$ cat src/rtl/dvi_raster_phy.sv
`default_nettype none
//============================================================================
// Module : dvi_raster_phy
// Desc   : 640x480@60 raster timing plus 10:1 TMDS serializer, all on the
//          serial bit clock with the pixel rate derived from a phase counter.
// Rev    : 1.0  initial release
//============================================================================
module dvi_raster_phy #(
    parameter int H_ACTIVE = 640,
    parameter int H_FP     = 16,
    parameter int H_SYNC   = 96,
    parameter int H_BP     = 48,
    parameter int V_ACTIVE = 480,
    parameter int V_FP     = 10,
    parameter int V_SYNC   = 2,
    parameter int V_BP     = 33
) (
    input  logic       clk_i,
    input  logic       rst_i,
    input  logic [9:0] red_tmds_i,
    input  logic [9:0] green_tmds_i,
    input  logic [9:0] blue_tmds_i,
    output logic       pixel_stb_o,
    output logic       hsync_o,
    output logic       vsync_o,
    output logic [9:0] pixel_x_o,
    output logic [9:0] pixel_y_o,
    output logic       visible_range_o,
    output logic [2:0] tmds_data_p,
    output logic [2:0] tmds_data_n,
    output logic       tmds_clk_p,
    output logic       tmds_clk_n
);

    localparam logic [3:0] c_PHASE_LAST = 4'd9;
    localparam logic [9:0] c_H_ACT      = 10'(H_ACTIVE);
    localparam logic [9:0] c_HS_START   = 10'(H_ACTIVE + H_FP);
    localparam logic [9:0] c_HS_END     = 10'(H_ACTIVE + H_FP + H_SYNC - 1);
    localparam logic [9:0] c_H_LAST     = 10'(H_ACTIVE + H_FP + H_SYNC + H_BP - 1);
    localparam logic [9:0] c_V_ACT      = 10'(V_ACTIVE);
    localparam logic [9:0] c_VS_START   = 10'(V_ACTIVE + V_FP);
    localparam logic [9:0] c_VS_END     = 10'(V_ACTIVE + V_FP + V_SYNC - 1);
    localparam logic [9:0] c_V_LAST     = 10'(V_ACTIVE + V_FP + V_SYNC + V_BP - 1);
    // Clock lane word: five ones then five zeros, sent LSB first.
    localparam logic [9:0] c_CLK_WORD   = 10'b00000_11111;

    logic [3:0] r_phase;
    logic       w_load;
    logic [9:0] r_x;
    logic [9:0] r_y;
    logic [9:0] w_word [3];

    assign w_load = (r_phase == c_PHASE_LAST);

    always_ff @(posedge clk_i or negedge rst_i) begin
        if (!rst_i) begin
            r_phase <= 4'd0;
        end else if (w_load) begin
            r_phase <= 4'd0;
        end else begin
            r_phase <= r_phase + 4'd1;
        end
    end

    always_ff @(posedge clk_i or negedge rst_i) begin
        if (!rst_i) begin
            r_x <= 10'd0;
            r_y <= 10'd0;
        end else if (w_load) begin
            if (r_x == c_H_LAST) begin
                r_x <= 10'd0;
                r_y <= (r_y == c_V_LAST) ? 10'd0 : r_y + 10'd1;
            end else begin
                r_x <= r_x + 10'd1;
            end
        end
    end

    assign pixel_stb_o     = w_load;
    assign pixel_x_o       = r_x;
    assign pixel_y_o       = r_y;
    assign hsync_o         = !((r_x >= c_HS_START) && (r_x <= c_HS_END));
    assign vsync_o         = !((r_y >= c_VS_START) && (r_y <= c_VS_END));
    assign visible_range_o = (r_x < c_H_ACT) && (r_y < c_V_ACT);

    assign w_word[0] = blue_tmds_i;
    assign w_word[1] = green_tmds_i;
    assign w_word[2] = red_tmds_i;

    // Each lane: load on the pixel edge, shift right otherwise, and
    // register the LSB into the p/n pair so the pins are glitch free.
    for (genvar gi = 0; gi < 3; gi++) begin : g_lane
        logic [9:0] r_sreg;
        logic       r_p;
        logic       r_n;

        always_ff @(posedge clk_i or negedge rst_i) begin
            if (!rst_i) begin
                r_sreg <= 10'd0;
                r_p    <= 1'b0;
                r_n    <= 1'b1;
            end else begin
                r_sreg <= w_load ? w_word[gi] : (r_sreg >> 1);
                r_p    <= r_sreg[0];
                r_n    <= ~r_sreg[0];
            end
        end

        assign tmds_data_p[gi] = r_p;
        assign tmds_data_n[gi] = r_n;
    end

    logic [9:0] r_clk_sreg;
    logic       r_clk_p;
    logic       r_clk_n;

    always_ff @(posedge clk_i or negedge rst_i) begin
        if (!rst_i) begin
            r_clk_sreg <= 10'd0;
            r_clk_p    <= 1'b0;
            r_clk_n    <= 1'b1;
        end else begin
            r_clk_sreg <= w_load ? c_CLK_WORD : (r_clk_sreg >> 1);
            r_clk_p    <= r_clk_sreg[0];
            r_clk_n    <= ~r_clk_sreg[0];
        end
    end

    assign tmds_clk_p = r_clk_p;
    assign tmds_clk_n = r_clk_n;

endmodule
`default_nettype wire

$ cat config.mk
export PLATFORM = sky130hd
export DESIGN_NAME = dvi_raster_phy
export DESIGN_NICKNAME = d
export VERILOG_FILES = /design/src/rtl/dvi_raster_phy.sv
export SDC_FILE = /design/constraint.sdc
export NUM_CORES = 1
export LEC_CHECK = 0
export BUFFER_PORTS_ARGS = -buffer_cell sky130_fd_sc_hd__buf_4
export CORE_MARGIN = 3
export CORE_UTILIZATION = 55
export CTS_BUF_LIST = sky130_fd_sc_hd__clkbuf_4
export CTS_CLUSTER_DIAMETER = 50
export DETAILED_ROUTE_END_ITERATION = 7
export PLACE_DENSITY = 0.93
export RECOVER_POWER = 25
export SLEW_MARGIN = 20
export SYNTH_ARGS = -nofsm -noshare
export SYNTH_HDL_FRONTEND = slang
export SYNTH_SLANG_ARGS = --single-unit
$ cat constraint.sdc
create_clock -name clk_i -period 2.7 [get_ports clk_i]
set_clock_uncertainty 0.2 [all_clocks]
set_input_delay 0.405 -clock clk_i [delete_from_list [all_inputs] [get_ports clk_i]]
set_output_delay 0.405 -clock clk_i [all_outputs]
set_load 0.01 [all_outputs]
==> impl_metrics.yaml <==
timing:
  tns_ns: 0
  rsz0062_at_grt: "no"
  period_needed_ns: 2.54
  setup_violations: 0
  final_max_slew_viol_count: 68
  fin_crit_sh_pct: 94.2
  relSlewSlack_pct: -4.61
  fmax_ghz: 0.393
  whs_ns: 0.0240
  hold_viol: 0
  setup_slack_ns: 0.155
  worst_slew_pin_slew_ns: 1.57
clock_tree:
  path_clk_slew_ns: 0.12
  clock_latency_ns: 0.42
  h-tree-depth: 3
  tritoncts: "built"
  clock_sinks: 67
  cts_buffers: 9
  cts-root-buf: "clkbuf_4"
  clockBufferDepth: 2
  cts_setup_buffers: 0
worst_setup_path:
  critical_path_class: "reg2out"
  start_kind: "flop"
  reg2reg_from: "pixel_x_o[0]"
  crit_arrival_ns: 1.94
  path_max_fanout: 35
  end_kind: "primary output"
  cp_data_required_time_ns: 2.10
  crit_start: "r_phase[2]"
floorplanning:
  die_width_um: 77.6
  pin_count: 64
  dieArea_um2: 6020
  rows: 25
  design.core.area_um2: 4850
  initial_core_util_pct: 58.1
  die_h_um: 77.6
power:
  internal_power_mw: 1.27
  ir_drop_uv: 325
  power_mw: 1.69
  power_density_nw_per_um2: 453
  p_switching_mw: 0.427
  comb_power_share_pct: 7.1
  pwr-share-seq_pct: 60.0
  p_leak_nw: 1.89
  switching_share_pct: 25.2
  power_frac_clock_pct: 32.9
run_status:
  outcome: "finished, violations left"
  violations: "capacitance limit, slew limit"
final_layout:
  fin_nets: 415
  area_growth_pct: 32.6
  diodes: 0
  multiInputGateArea_um2: 1000
  drive_above_1_share_pct: 23.8
  stdcell_area_um2: 3740
  seqCellArea_um2: 1680
  nFillCells: 313
synthesis:
  yosysSeqAreaShare_pct: 59.7
  netlist_instances: 284
  ys_seq_elements: 67
  synthFlopType: "dfrtp_1"
  synth_edf_count: 0
  syn-cell-area_um2: 2820
  yosys_warnings: 0
  synthesis.nets: 321
  synthArstFlopShare_pct: 100
  synth_cell_types: 37
  avgSynthCellArea_um2: 9.92
routing:
  totalWireLength_um: 6570
  drt_iter0_drc: 193
  vias: 2318
  wire_per_inst_um: 14.6
  first_pass_iters: 4
  ant_nets: 0
  drc: 0
  vias_per_cell: 5.15
worst_hold_path:
  min_path_type: "in2reg"
  hp-start: "green_tmds_i[2]"
global_route:
  antenna_found_initial: 0
  grt_usage_pct: 23.8
  grt_max_degree: 68
  first_global_vias: 2316
  grt_pass1_wl_um: 10800
  grt-ovfl-total: 0
placed_design:
  hpwl_um: 3970
  routabilityCongestion: 0.805
  io_buffers: 63
  dpl_cell_area_um2: 3320
  pre_cts_slack_ns: 0.491
run:
  maxCapViolCount: 1
[worst paths after layout]
path                                       end  slack, ns  depth (start not counted)
min in group asynchronous  g_lane[2].r_sreg[3]       0.70                          2
max                                pixel_stb_o       0.16                          4
max in group asynchronous  g_lane[0].r_sreg[0]       0.66                          2
min                        g_lane[1].r_sreg[2]       0.02                          3
max reg2reg                       pixel_y_o[3]       0.45                          5
min reg2reg                      g_lane[1].r_n       0.18                          1
[power groups by stage]
stage | clock, mW | combinational, mW | sequential, mW
6_report | 0.557 | 0.120 | 1.02
5_1_grt | 0.608 | 0.133 | 1.02
3_5_place_dp | 0 | 0.0828 | 1.04
4_1_cts | 0.553 | 0.118 | 1.02
3_3_place_gp | 0 | 0.0797 | 1.04
2_1_floorplan | 0 | 0.0252 | 1.04
[repair_timing]
item	in CTS	in global routing
setup endpoints to repair	0	1
endpoints found under the hold margin	92	0
hold buffers	30	0
resized for setup	0	1
[critical path: stages, from the launching register on]
cell and delay [ns]:
dfrtp_1 0.45, nand4bb_4 0.23, buf_4 0.35, clkinvlp_4 0.28, buf_4 0.20
[layout by cell type (no fill, tap or decap), types with 5 or more instances in the layout]
master,instances
nor2_1,6
dlygate4sd3_1,30
clkbuf_4,9
buf_4,66
inv_1,13
xnor2_1,6
nand4_1,7
o21ai_0,10
nand2b_1,5
nor3_1,5
dfrtp_1,63
ha_1,5
or3_1,5
nand3_1,8
nand2_1,100
[layout make-up]
type | instances | share of cell area, %
inverter | 14 | 1.51
timing repair buffer | 97 | 21.4
clock buffer | 9 | 1.81
sequential | 67 | 45.0
clock inverter | 7 | 1.21
multi-input combinational | 189 | 26.8
tap | 67 | 2.24
[logic make-up (layout without fill, tap and decap cells)]
family                     after synthesis  in the layout  synth area share (%)
AOI/OAI and AO/OA                       24             24                  5.11
xor gates and xnor gates                10             10                  3.11
and+or+nand+nor                        148            148                  24.3
muxes                                    2              2                 0.755
adders and majority gates                5              5                  2.22
buffers and inverters                   28            127                  4.80
DFF                                     67             67                  59.7
[synthesized netlist by cell type (2+ instances only)]
master	number	share of area, %
a21oi_1	4	0.71
and2_1	4	0.89
buf_4	6	1.6
clkbuf_1	6	0.80
dfrtp_1	63	56
dfstp_2	4	3.7
ha_1	5	2.2
inv_1	13	1.7
nand2_1	100	13
nand2b_1	5	1.1
nand3_1	8	1.4
nand4_1	7	1.6
nor2_1	6	0.80
nor3_1	5	0.89
o211ai_1	4	1.1
o21ai_0	10	1.8
o31ai_1	2	0.53
or3_1	5	1.1
xnor2_1	6	1.9
xor2_1	4	1.2
[metal layers]
layer	up-vias	global-route usage, %	wire (um)
met3	15	4.99	344
met5	-	0	0
met2	63	41.9	3520
met1	1129	26.4	2550
li1	1111	-	-
met4	0	13.9	155
[flip-flops by register name, indices dropped and copies added (netlist names)]
signal / count
r_clk_sreg: 5
g_lane.r_n: 3
pixel_x_o: 10
r_phase: 4
pixel_y_o: 10
tmds_clk_p: 1
tmds_clk_n: 1
g_lane.r_p: 3
g_lane.r_sreg: 30
[stage by stage]
stage,utilization (%),instances
after global routing,77.1,450
after global placement,68.5,404
after CTS,77.0,450
after detailed placement,68.5,404
final,77.1,450
after floorplan,-,284
(Power assumes the default switching activity.)
